===== src/rtl/pc_pkg.sv =====
// Shared definitions for the program-counter unit: next-PC mode encodings,
// exception cause codes, default reset/vector addresses and the FSM state type.
package pc_pkg;

  // Next-PC mode, driven by the controller on sel
  localparam logic [2:0] SEL_SEQ  = 3'b000;
  localparam logic [2:0] SEL_BEQ  = 3'b001;
  localparam logic [2:0] SEL_BNE  = 3'b010;
  localparam logic [2:0] SEL_J    = 3'b011;
  localparam logic [2:0] SEL_JR   = 3'b100;
  localparam logic [2:0] SEL_ERET = 3'b101;

  // Cause codes reported on exc_code
  localparam logic [4:0] EXC_INT  = 5'd0;
  localparam logic [4:0] EXC_ADEL = 5'd4;

  localparam logic [31:0] DEFAULT_RESET_PC   = 32'h0000_3000;
  localparam logic [31:0] DEFAULT_EXC_VECTOR = 32'h0000_4180;

  // Exception level; the encoding is exported directly as exl
  typedef enum logic [0:0] {
    StRun     = 1'b0,
    StHandler = 1'b1
  } pc_state_e;

endpackage


===== src/rtl/pc_unit_if.sv =====
// Bus between the controller/datapath and pc_unit.
//   master: controller side, drives stall/sel/zero/imm/jr_addr/irq/irq_en
//           and observes pc/pc_plus4/epc/exl/exc_code/exc_taken.
//   slave : pc_unit side, the mirror image.
interface pc_unit_if #(
  parameter int unsigned WIDTH = 32
) ();

  logic             stall;
  logic [2:0]       sel;
  logic             zero;
  logic [25:0]      imm;
  logic [WIDTH-1:0] jr_addr;
  logic             irq;
  logic             irq_en;
  logic [WIDTH-1:0] pc;
  logic [WIDTH-1:0] pc_plus4;
  logic [WIDTH-1:0] epc;
  logic             exl;
  logic [4:0]       exc_code;
  logic             exc_taken;

  modport master (
    output stall, sel, zero, imm, jr_addr, irq, irq_en,
    input  pc, pc_plus4, epc, exl, exc_code, exc_taken
  );

  modport slave (
    input  stall, sel, zero, imm, jr_addr, irq, irq_en,
    output pc, pc_plus4, epc, exl, exc_code, exc_taken
  );

endinterface


===== src/rtl/npc_calc.sv =====
// Combinational next-PC target selection.
//   sel           next-PC mode (SEQ/BEQ/BNE/J/JR/ERET, 110/111 behave as SEQ)
//   zero          ALU zero flag for branches
//   imm           [15:0] branch offset, [25:0] jump index
//   pc_plus4      current pc + 4
//   jr_addr       register-jump target
//   epc           exception return address
//   npc           selected target
//   jr_misaligned JR selected with a target that is not word aligned
module npc_calc
  import pc_pkg::*;
#(
  parameter int unsigned WIDTH = 32
) (
  input  logic [2:0]       sel,
  input  logic             zero,
  input  logic [25:0]      imm,
  input  logic [WIDTH-1:0] pc_plus4,
  input  logic [WIDTH-1:0] jr_addr,
  input  logic [WIDTH-1:0] epc,
  output logic [WIDTH-1:0] npc,
  output logic             jr_misaligned
);

  logic [WIDTH-1:0] br_target;
  logic [WIDTH-1:0] j_target;

  // Word offset: sign-extend imm[15:0] and scale by 4
  assign br_target = pc_plus4 + {{(WIDTH-18){imm[15]}}, imm[15:0], 2'b00};
  // Jump keeps the upper region bits of the delay-free pc+4
  assign j_target  = {pc_plus4[WIDTH-1:28], imm[25:0], 2'b00};

  assign jr_misaligned = (sel == SEL_JR) && (jr_addr[1:0] != 2'b00);

  always_comb begin
    npc = pc_plus4;
    unique case (sel)
      SEL_BEQ:  npc = zero ? br_target : pc_plus4;
      SEL_BNE:  npc = zero ? pc_plus4 : br_target;
      SEL_J:    npc = j_target;
      SEL_JR:   npc = jr_addr;
      SEL_ERET: npc = epc;
      default:  npc = pc_plus4;
    endcase
  end

endmodule


===== src/rtl/pc_unit.sv =====
// Program-counter unit: PC register, next-fetch selection, exception entry
// (interrupt, misaligned JR target) and exception return.
//   clk  rising-edge clock
//   rst  synchronous active-high reset
//   bus  pc_unit_if slave: stall/sel/zero/imm/jr_addr/irq/irq_en in,
//        pc/pc_plus4/epc/exl/exc_code/exc_taken out
// WIDTH must be at least 32.
module pc_unit
  import pc_pkg::*;
#(
  parameter int unsigned      WIDTH      = 32,
  parameter logic [WIDTH-1:0] RESET_PC   = WIDTH'(DEFAULT_RESET_PC),
  parameter logic [WIDTH-1:0] EXC_VECTOR = WIDTH'(DEFAULT_EXC_VECTOR)
) (
  input logic        clk,
  input logic        rst,
  pc_unit_if.slave   bus
);

  logic [WIDTH-1:0] pc_q, pc_d;
  logic [WIDTH-1:0] epc_q, epc_d;
  logic [4:0]       code_q, code_d;
  logic             taken_q, taken_d;
  pc_state_e        state_q, state_d;

  logic [WIDTH-1:0] pc_plus4;
  logic [WIDTH-1:0] npc;
  logic             jr_misaligned;
  logic             exc_adel;
  logic             exc_int;

  assign pc_plus4 = pc_q + WIDTH'(4);

  npc_calc #(
    .WIDTH (WIDTH)
  ) u_npc_calc (
    .sel           (bus.sel),
    .zero          (bus.zero),
    .imm           (bus.imm),
    .pc_plus4      (pc_plus4),
    .jr_addr       (bus.jr_addr),
    .epc           (epc_q),
    .npc           (npc),
    .jr_misaligned (jr_misaligned)
  );

  // AdEL outranks the interrupt; interrupts are masked inside the handler
  assign exc_adel = !bus.stall && jr_misaligned;
  assign exc_int  = !bus.stall && bus.irq && bus.irq_en && (state_q == StRun) && !exc_adel;

  always_comb begin
    pc_d    = pc_q;
    epc_d   = epc_q;
    code_d  = code_q;
    state_d = state_q;
    taken_d = 1'b0;

    if (!bus.stall) begin
      if (exc_adel) begin
        pc_d    = EXC_VECTOR;
        code_d  = EXC_ADEL;
        state_d = StHandler;
        taken_d = 1'b1;
        // A nested fault must not clobber the original return address
        if (state_q == StRun) begin
          epc_d = pc_q;
        end
      end else if (exc_int) begin
        pc_d    = EXC_VECTOR;
        // Resume at the instruction that would have been fetched next
        epc_d   = npc;
        code_d  = EXC_INT;
        state_d = StHandler;
        taken_d = 1'b1;
      end else begin
        pc_d = npc;
        if (bus.sel == SEL_ERET) begin
          state_d = StRun;
        end
      end
    end
  end

  always_ff @(posedge clk) begin
    if (rst) begin
      pc_q    <= RESET_PC;
      epc_q   <= '0;
      code_q  <= EXC_INT;
      taken_q <= 1'b0;
      state_q <= StRun;
    end else begin
      pc_q    <= pc_d;
      epc_q   <= epc_d;
      code_q  <= code_d;
      taken_q <= taken_d;
      state_q <= state_d;
    end
  end

  assign bus.pc        = pc_q;
  assign bus.pc_plus4  = pc_plus4;
  assign bus.epc       = epc_q;
  assign bus.exl       = (state_q == StHandler);
  assign bus.exc_code  = code_q;
  assign bus.exc_taken = taken_q;

endmodule

===== src/flat_wrapper.sv =====
// flat-port wrapper written by rule: the top's interface ports become plain ports
module pc_unit_flat import pc_pkg::*;
#(
  parameter int unsigned      WIDTH      = 32,
  parameter logic [WIDTH-1:0] RESET_PC   = WIDTH'(DEFAULT_RESET_PC),
  parameter logic [WIDTH-1:0] EXC_VECTOR = WIDTH'(DEFAULT_EXC_VECTOR)
)
  (clk, rst, bus_stall, bus_sel, bus_zero, bus_imm, bus_jr_addr, bus_irq, bus_irq_en, bus_pc, bus_pc_plus4, bus_epc, bus_exl, bus_exc_code, bus_exc_taken);
  pc_unit_if #(.WIDTH(WIDTH)) bus_i ();
  input logic clk;
  input logic rst;
  input wire logic [$bits(bus_i.stall)-1:0] bus_stall;
  input wire logic [$bits(bus_i.sel)-1:0] bus_sel;
  input wire logic [$bits(bus_i.zero)-1:0] bus_zero;
  input wire logic [$bits(bus_i.imm)-1:0] bus_imm;
  input wire logic [$bits(bus_i.jr_addr)-1:0] bus_jr_addr;
  input wire logic [$bits(bus_i.irq)-1:0] bus_irq;
  input wire logic [$bits(bus_i.irq_en)-1:0] bus_irq_en;
  output wire logic [$bits(bus_i.pc)-1:0] bus_pc;
  output wire logic [$bits(bus_i.pc_plus4)-1:0] bus_pc_plus4;
  output wire logic [$bits(bus_i.epc)-1:0] bus_epc;
  output wire logic [$bits(bus_i.exl)-1:0] bus_exl;
  output wire logic [$bits(bus_i.exc_code)-1:0] bus_exc_code;
  output wire logic [$bits(bus_i.exc_taken)-1:0] bus_exc_taken;
  assign bus_i.stall = bus_stall;
  assign bus_i.sel = bus_sel;
  assign bus_i.zero = bus_zero;
  assign bus_i.imm = bus_imm;
  assign bus_i.jr_addr = bus_jr_addr;
  assign bus_i.irq = bus_irq;
  assign bus_i.irq_en = bus_irq_en;
  assign bus_pc = bus_i.pc;
  assign bus_pc_plus4 = bus_i.pc_plus4;
  assign bus_epc = bus_i.epc;
  assign bus_exl = bus_i.exl;
  assign bus_exc_code = bus_i.exc_code;
  assign bus_exc_taken = bus_i.exc_taken;
  pc_unit #(.WIDTH(WIDTH), .RESET_PC(RESET_PC), .EXC_VECTOR(EXC_VECTOR)) u_core (.clk(clk), .rst(rst), .bus(bus_i));
endmodule

===== config.mk =====
export PLATFORM = sky130hd
export DESIGN_NAME = pc_unit_flat
export DESIGN_NICKNAME = d
export VERILOG_FILES = /design/src/rtl/pc_pkg.sv /design/src/rtl/pc_unit_if.sv /design/src/rtl/npc_calc.sv /design/src/rtl/pc_unit.sv /design/src/flat_wrapper.sv
export SDC_FILE = /design/constraint.sdc
export NUM_CORES = 1
export LEC_CHECK = 0
export ABC_CLOCK_PERIOD_IN_PS = 3600
export CAP_MARGIN = 20
export CORE_AREA = 2 2 115 128
export DETAILED_ROUTE_END_ITERATION = 16
export DIE_AREA = 0 0 117 130
export HOLD_SLACK_MARGIN = 0.08
export PLACE_DENSITY = 0.82
export SYNTH_ARGS = -nofsm -noshare
export SYNTH_HDL_FRONTEND = slang
export SYNTH_SLANG_ARGS = --single-unit

===== constraint.sdc =====
create_clock -name clk -period 3.6 [get_ports clk]
set_input_delay 0.36 -clock clk [delete_from_list [all_inputs] [get_ports clk]]
set_output_delay 0.36 -clock clk [all_outputs]
set_load 0.05 [all_outputs]

==> results of run 1 <==
[where the power goes]
part / internal, uW / switching, uW
logic: 513 / 762
clock network: 508 / 361
registers: 780 / 46.3
total: 1800 / 1170
[flip-flops by register name (all words and copies together) (netlist names)]
signal / flops
u_core.bus.exc_code: 1
u_core.bus.epc: 32
u_core.bus.exl: 1
u_core.bus.exc_taken: 1
u_core.bus.pc: 32
[per-stage QoR]
step / util / cells / hold WS [ps] / setup TNS [ps]
4_1_cts: 0.656 / 1242 / 462 / 0
5_1_grt: 0.672 / 1242 / 505 / -1420
6_report: 0.672 / 1242 / 463 / 0
2_1_floorplan: - / 836 / 550 / -1680
3_5_place_dp: 0.633 / 1226 / 454 / -209
3_3_place_gp: 0.633 / 1226 / 453 / 0
[layout by cell type (no fill, tap or decap), types with 10 or more instances in the layout]
master                            Yosys  final
sky130_fd_sc_hd__mux2i_1             17     16
sky130_fd_sc_hd__o21ai_0             55     50
sky130_fd_sc_hd__xnor2_1             32     17
sky130_fd_sc_hd__clkdlybuf4s50_1      0    163
sky130_fd_sc_hd__inv_1               27     26
sky130_fd_sc_hd__nor2_1              92     91
sky130_fd_sc_hd__a21o_1              16     16
sky130_fd_sc_hd__a22oi_1             13     13
sky130_fd_sc_hd__mux2_2              13     13
sky130_fd_sc_hd__a222oi_1            11     11
sky130_fd_sc_hd__xor2_1              17     10
sky130_fd_sc_hd__xnor2_4              0     10
sky130_fd_sc_hd__dfxtp_1             67     45
sky130_fd_sc_hd__nor3_1              16     14
sky130_fd_sc_hd__clkbuf_16            0     10
sky130_fd_sc_hd__dfxtp_4              0     15
sky130_fd_sc_hd__nand2_1             76     72
sky130_fd_sc_hd__a21oi_1             74     67
sky130_fd_sc_hd__buf_4                7     90
sky130_fd_sc_hd__nand3_1             27     23
sky130_fd_sc_hd__ha_1                38     32
sky130_fd_sc_hd__nor2b_1             11     10
[cell type report]
| class | instances | area, sq um | share of cell area |
|---|---|---|---|
| Clock buffer | 12 | 258 | 0.0272 |
| Tap cell | 192 | 240 | 0.0253 |
| Multi-Input combinational cell | 682 | 5080 | 0.536 |
| Timing Repair Buffer | 258 | 2370 | 0.250 |
| Clock inverter | 4 | 23.8 | 0.00251 |
| Sequential cell | 67 | 1410 | 0.148 |
| Inverter | 27 | 101 | 0.0107 |
[worst max-delay path by stage]
stage | to | slack [ps] | cells past startpoint
6_report | u_core.bus.pc[26] | 40 | 15
5_1_grt | u_core.bus.epc[28] | -150 | 16
4_1_cts | u_core.bus.epc[27] | 10 | 17
3_5_place_dp | u_core.bus.pc[28] | -50 | 14
3_3_place_gp | u_core.bus.pc[28] | 20 | 14
2_1_floorplan | u_core.bus.epc[27] | -230 | 17
[cell families after synthesis]
logic type / count (synthesis) / synth area share
buffers and inverters: 87 / 0.0591
and+or+nand+nor: 288 / 0.223
DFF: 67 / 0.218
muxes: 30 / 0.0514
AOI/OAI and AO/OA: 271 / 0.295
adders and majority gates: 39 / 0.0805
xor gates and xnor gates: 50 / 0.0724
other: 1 / 0.000609
[tightest hold or removal path, cell delays in order (launching register included)]
cell,delay [ps]
sky130_fd_sc_hd__dfxtp_1,320
sky130_fd_sc_hd__nand2_1,50
sky130_fd_sc_hd__a21oi_1,50
[Yosys cell counts (4+ instances only)]
| cell | instances |
|---|---|
| sky130_fd_sc_hd__buf_2 | 9 |
| sky130_fd_sc_hd__and4_1 | 6 |
| sky130_fd_sc_hd__nor4_1 | 5 |
| sky130_fd_sc_hd__nand2_1 | 76 |
| sky130_fd_sc_hd__mux2_2 | 13 |
| sky130_fd_sc_hd__a211oi_1 | 5 |
| sky130_fd_sc_hd__mux2i_1 | 17 |
| sky130_fd_sc_hd__xnor2_1 | 32 |
| sky130_fd_sc_hd__nor2b_1 | 11 |
| sky130_fd_sc_hd__a31oi_1 | 11 |
| sky130_fd_sc_hd__o211ai_1 | 8 |
| sky130_fd_sc_hd__and3_1 | 9 |
| sky130_fd_sc_hd__buf_4 | 7 |
| sky130_fd_sc_hd__a22o_1 | 5 |
| sky130_fd_sc_hd__nand2b_1 | 7 |
| sky130_fd_sc_hd__a221oi_1 | 12 |
| sky130_fd_sc_hd__a32o_1 | 4 |
| sky130_fd_sc_hd__nand3_1 | 27 |
| sky130_fd_sc_hd__dfxtp_1 | 67 |
| sky130_fd_sc_hd__a21oi_1 | 74 |
| sky130_fd_sc_hd__a22oi_1 | 13 |
| sky130_fd_sc_hd__and2_1 | 12 |
| sky130_fd_sc_hd__a21o_1 | 16 |
| sky130_fd_sc_hd__o21bai_1 | 5 |
| sky130_fd_sc_hd__a311oi_1 | 4 |
| sky130_fd_sc_hd__nand4_1 | 8 |
| sky130_fd_sc_hd__o31ai_1 | 5 |
| sky130_fd_sc_hd__nor3_1 | 16 |
| sky130_fd_sc_hd__or3_1 | 6 |
| sky130_fd_sc_hd__o21a_1 | 4 |
| sky130_fd_sc_hd__o22ai_1 | 5 |
| sky130_fd_sc_hd__o21ai_0 | 55 |
| sky130_fd_sc_hd__a2111oi_0 | 4 |
| sky130_fd_sc_hd__clkbuf_1 | 43 |
| sky130_fd_sc_hd__nor2_1 | 92 |
| sky130_fd_sc_hd__xor2_1 | 17 |
| sky130_fd_sc_hd__ha_1 | 38 |
| sky130_fd_sc_hd__inv_1 | 27 |
| sky130_fd_sc_hd__a222oi_1 | 11 |
[timing repair]
| action | CTS | global route |
|---|---|---|
| resized for setup | 7 | 45 |
| pin swaps | 5 | 23 |
| cloned | 0 | 0 |
| setup endpoints to repair | 8 | 25 |
| hold endpoints to repair | 0 | 0 |
[per-layer routing]
metal / global-route usage / vias up / share of wire
met2: 0.523 / 513 / 0.46
met3: 0.0618 / 91 / 0.11
met5: 0 / - / 0
met4: 0.131 / 0 / 0.041
li1: - / 3493 / -
met1: 0.438 / 3576 / 0.39
==> impl_metrics.ini, run 1 <==
[status]
status = complete, no violations

[synthesis]
post_synthesis_instance_area_sq_um = 6160
netlist.top_cell.by_area = sky130_fd_sc_hd__dfxtp_1
synth_enable_flop_cells = 0
netlist_instances = 833
synth.top_cell.area_share = 0.218
async_reset_ff_frac = 0
fraction_of_the_yosys_area_taken_by_sequential_cells = 0.218
postSynthAreaPerCell_sq_um = 7.39
postSynth.topFlopCell = sky130_fd_sc_hd__dfxtp_1
ys_ff_latch = 67
synth.top_cells.by_area = sky130_fd_sc_hd__dfxtp_1, sky130_fd_sc_hd__ha_1, sky130_fd_sc_hd__a21oi_1
synth.lib_cells_used.distinct = 71
yosys_warnings = 0

[clocking]
cts_post_setup_buffers_inserted = 0
h-tree-depth = 3
clk_transition_reported_paths_ps = 60
clock_sink_count = 67
cts.path.max_buffers = 2
clock-root-buffer = sky130_fd_sc_hd__clkbuf_16
cts_tree = yes
worstSkewPairLatency_ps = 340
numCtsBuffers = 9
total_of_hold_buffers_inserted_after_clock_tree_synthesis = 0

[critical_path]
crit-reg2reg-capture = u_core.bus.pc[26]
crit_slowest_cell = sky130_fd_sc_hd__a2111o_1
required_ps = 3830
combined_buffer_and_inverter_count_along_the_critical_path = 0
setup.reg_to_reg.worst_slack_ps = 40
worstRegToRegCells = 15
critical_path_class = flop to flop
setup.worst_path.end_class = flop
crit_start = u_core.bus.pc[4]
crit_path_cell_trace = and4_4, and2_4, nor2b_4, nand3_2, xnor2_4, ha_4, and2_1, nand4_1, a2111o_1, a41oi_4, a31oi_2, a21oi_1, o21a_1, nand2b_1, a32o_1
cp.arrival_ps = 3800
worst-path-max-fanout = 6
worstReg2RegStart = u_core.bus.pc[4]
timing.critical_path.from_type = flop
critical-path-top-delay-family = compound AO/OA/AOI/OAI gates
max_stage_delay_ps = 390

[finish]
syn_to_final_growth_pct = 54.0
drive_above_1_share = 0.218
number_of_diodes = 0
design_area_sq_um = 9480
fill_cells = 1166
num-nets-final = 1151

[drt]
drt_iter0_drc = 881
via_cell_ratio = 6.18
drtAntennaViolNets = 0
postRouteWirelength_mm = 26.1
num_vias = 7673
post_drt_wl_per_cell_um = 21.0
first_pass_iters = 8
remaining_drc_errors = 0

[power]
p_leak_uw = 0.00382
vdd_drop_max_mv = 0.209
powerDensity_nw_per_um2 = 313
power_uw = 2970

[placement]
place_ws_ps = -48.9
gpl_congestion = 1.04
placedInstanceArea_sq_um = 8930
hpwl_mm = 19.2
port_buffers = 165

[sta]
clock-skew-final_ps = 12.1
fin_crit_ps = 3560
maxSlewViolCount = 0
final_hold_viol_count = 0
achievable-frequency_mhz = 281
final_critical_path_setup_slack_ps = 36.5
rsz0062_at_grt = true
worstMarginPinSlew_ps = 818
timing.slew.headroom = 0.454
finalSetupViolations = 0
timing.final.crit_share = 0.990

[min_path]
worst_hold_startpoint = u_core.bus.epc[19]
hold-path-cell-count = 2
hold_path_class = flop to flop
worst_min_delay_path_endpoint = u_core.bus.epc[19]

[grt]
grt_util_all_layers = 0.328
grt_start_max_net_pins = 58
grt_pass1_vias = 7010
globalRoute.totalOverflow = 0
grt_first_pass_wirelength_mm = 38.1
initial_antenna_violation_count = 0

[floorplan]
floorplan.rows = 46
initial_utilization = 0.437
design.portCount = 170
dieWidth_um = 117
die_y_um = 130
die-area_sq_um = 15200
core-area_sq_um = 14100

[job]
max_cap_viol_count = 0
Note: power is estimated with default switching activity, not from simulation.
==> inputs of run 2 (changes only) <==
--- a/config.mk
+++ b/config.mk
@@ -7,11 +7,14 @@
 export LEC_CHECK = 0
 export ABC_CLOCK_PERIOD_IN_PS = 3600
 export CAP_MARGIN = 20
-export CORE_AREA = 2 2 115 128
+export CORE_AREA = 2 2 117 130
+export CTS_BUF_LIST = sky130_fd_sc_hd__clkbuf_4
 export DETAILED_ROUTE_END_ITERATION = 16
-export DIE_AREA = 0 0 117 130
+export DIE_AREA = 0 0 119 132
 export HOLD_SLACK_MARGIN = 0.08
-export PLACE_DENSITY = 0.82
+export PLACE_DENSITY = 0.81
+export SLEW_MARGIN = 20
 export SYNTH_ARGS = -nofsm -noshare
 export SYNTH_HDL_FRONTEND = slang
+export SYNTH_HIERARCHICAL = 1
 export SYNTH_SLANG_ARGS = --single-unit
==> impl_metrics.ini, run 2 <==
[drt]
num_vias = 7419
postRouteWirelength_mm = 24.5
remaining_drc_errors = 0
drt_iter0_drc = 877
drtAntennaViolNets = 0
post_drt_wl_per_cell_um = 20.3
first_pass_iters = 6
via_cell_ratio = 6.14

[placement]
hpwl_mm = 18.3
cell_count_post_placement = 1179
gpl_congestion = 1.11
port_buffers = 165

[sta]
setup_tns_ps = 0
finalSetupViolations = 0
maxSlewViolCount = 0
final_hold_viol_count = 0
holdWs_ps = 317
worstMarginPinSlew_ps = 725
timing.final.crit_share = 0.995
rsz0062_at_grt = true
timing.slew.headroom = 0.517
fin_crit_ps = 3580
clock-skew-final_ps = 29.8
achievable-frequency_mhz = 279

[critical_path]
required_ps = 4030
crit_start = u_core/bus.pc[3]
worst-path-max-fanout = 5
worstReg2RegStart = u_core/bus.pc[3]
critical_path_class = flop to flop
timing.critical_path.from_type = flop
setup.reg_to_reg.worst_slack_ps = 20
crit-reg2reg-capture = u_core/bus.epc[28]
setup.worst_path.end_class = flop
worstRegToRegCells = 14
cp.arrival_ps = 4010

[clocking]
numCtsBuffers = 9
clk_transition_reported_paths_ps = 150
total_of_hold_buffers_inserted_after_clock_tree_synthesis = 0
clock_sink_count = 67
h-tree-depth = 3
cts.path.max_buffers = 2
clock-root-buffer = sky130_fd_sc_hd__clkbuf_4
worstSkewPairLatency_ps = 490
cts_tree = yes

[synthesis]
synth_common_cells = sky130_fd_sc_hd__nor2_1, sky130_fd_sc_hd__dfxtp_1, sky130_fd_sc_hd__nand2_1
postSynth.topFlopCell = sky130_fd_sc_hd__dfxtp_1
synth-compound-area-share = 0.312
synth.top_cells.by_area = sky130_fd_sc_hd__dfxtp_1, sky130_fd_sc_hd__ha_1, sky130_fd_sc_hd__a211oi_2
yosys_warnings = 6
ys_ff_latch = 67
postSynthAreaPerCell_sq_um = 7.98
async_reset_ff_frac = 0
combinational_family_with_the_most_area_after_synthesis = compound AO/OA/AOI/OAI gates
synth.lib_cells_used.distinct = 70
synth_mux_area_frac = 0.0791
post_synthesis_instance_area_sq_um = 6360
fraction_of_the_yosys_area_taken_by_sequential_cells = 0.211
netlist_instances = 797
synth-simple-area-share = 0.200
synth_fa_ha_area_frac = 0.0622
synth.top_cell.area_share = 0.211
fraction_of_synthesized_cell_area_in_xor_and_xnor_cells = 0.0675
most_frequent_cell_after_synthesis = sky130_fd_sc_hd__nor2_1
synth_enable_flop_cells = 0
netlist.top_cell.by_area = sky130_fd_sc_hd__dfxtp_1

[power]
p_leak_uw = 0.00391
vdd_drop_max_mv = 0.156
powerDensity_nw_per_um2 = 283

[finish]
num-nets-final = 1109
drive_above_1_share = 0.287
commonest_cells_after_routing_fill_and_taps_aside = sky130_fd_sc_hd__clkdlybuf4s50_1, sky130_fd_sc_hd__buf_4, sky130_fd_sc_hd__nor2_1, sky130_fd_sc_hd__nand2_1, sky130_fd_sc_hd__dfxtp_1
layout_commonest_cell = sky130_fd_sc_hd__clkdlybuf4s50_1
final_cell_count_no_fill = 1209
syn_to_final_growth_pct = 54.1

[min_path]
worst_hold_startpoint = rst
hold-path-cell-count = 2
worst_min_delay_path_endpoint = u_core/bus.pc[17]
hold_path_class = primary input to flop

[grt]
grt_first_pass_wirelength_mm = 37.9
grt_start_max_net_pins = 48
globalRoute.totalOverflow = 0
grt_util_all_layers = 0.301
initial_antenna_violation_count = 1
grt_pass1_vias = 7169

[floorplan]
design.portCount = 170
die-area_sq_um = 15700
initial_utilization = 0.444
dieWidth_um = 119
core-area_sq_um = 14300
die_y_um = 132
floorplan.rows = 46

[status]
status = complete, no violations

[job]
max_cap_viol_count = 0
==> run 2: metal layers <==
metal / GRT usage / part of all wire / vias to the layer above
li1: - / - / 3425
met5: 0 / 0 / -
met4: 0.135 / 0.026 / 0
met1: 0.399 / 0.41 / 3554
met3: 0.0463 / 0.085 / 58
met2: 0.481 / 0.48 / 382
==> run 2: how the worst max path moves through the flow <==
stage / endpoint / slack, ps / depth (start not counted)
2_1_floorplan: u_core/bus.epc[28] / -200 / 13
3_3_place_gp: u_core/bus.epc[24] / 40 / 13
3_5_place_dp: u_core/bus.epc[24] / -40 / 13
4_1_cts: u_core/bus.epc[28] / 3 / 13
5_1_grt: u_core/bus.epc[27] / -130 / 16
6_report: u_core/bus.epc[28] / 20 / 14
==> run 2: cells by family after synthesis <==
family | Yosys count
AO/OA/AOI/OAI | 254
other | 1
flip-flops | 67
XOR/XNOR | 49
adder cells (fa/ha/maj) | 31
AND/OR/NAND/NOR | 255
multiplexers | 48
buffers and inverters | 92
==> run 2: stage by stage <==
step | utilization | area, sq um | setup slack (ps) | total power, uW
after global placement | 0.642 | 9210 | 40.1 | 2120
after detailed placement | 0.642 | 9210 | -36.6 | 2130
after floorplan | - | 7000 | -202 | 1700
after global routing | 0.684 | 9800 | -132 | 2890
after CTS | 0.656 | 9400 | 2.61 | 2690
final | 0.684 | 9800 | 16.5 | 2770
==> run 2: worst max-delay path, cell delays in order (launching register included) <==
cell and delay (ps):
sky130_fd_sc_hd__dfxtp_4 400, sky130_fd_sc_hd__nand4_1 140, sky130_fd_sc_hd__buf_4 180, sky130_fd_sc_hd__nor4_4 240, sky130_fd_sc_hd__xor2_4 200, sky130_fd_sc_hd__ha_4 230
sky130_fd_sc_hd__and3_4 200, sky130_fd_sc_hd__a221o_1 370, sky130_fd_sc_hd__a221o_2 450, sky130_fd_sc_hd__a311oi_2 260, sky130_fd_sc_hd__a31oi_1 150, sky130_fd_sc_hd__mux2_2 320
sky130_fd_sc_hd__nor2_4 90, sky130_fd_sc_hd__mux2i_1 80, sky130_fd_sc_hd__a211oi_2 220
==> run 2: where the power goes <==
part | switching [uW] | leakage (uW) | internal (uW) | total [uW]
Sequential | 56.9 | 0.000560 | 786 | 843
Combinational | 809 | 0.00328 | 566 | 1370
Clock | 342 | 0.0000783 | 215 | 557
Total | 1210 | 0.00391 | 1570 | 2770
==> run 2: what timing repair did <==
action | CTS | global route
setup buffers | 5 | 8
resized for setup | 4 | 60
setup endpoints to repair | 2 | 28
pin swaps | 9 | 28
endpoints found under the hold margin | 0 | 0
==> run 2: area by class of cell <==
type | count | area (sq um)
timing repair buffer | 266 | 2440
multi-input combinational | 641 | 5470
clock inverter | 7 | 73.8
clock buffer | 9 | 67.6
sequential | 67 | 1400
inverter | 26 | 101
antenna | 1 | 2.50
fill | 1113 | 4530
tap | 192 | 240
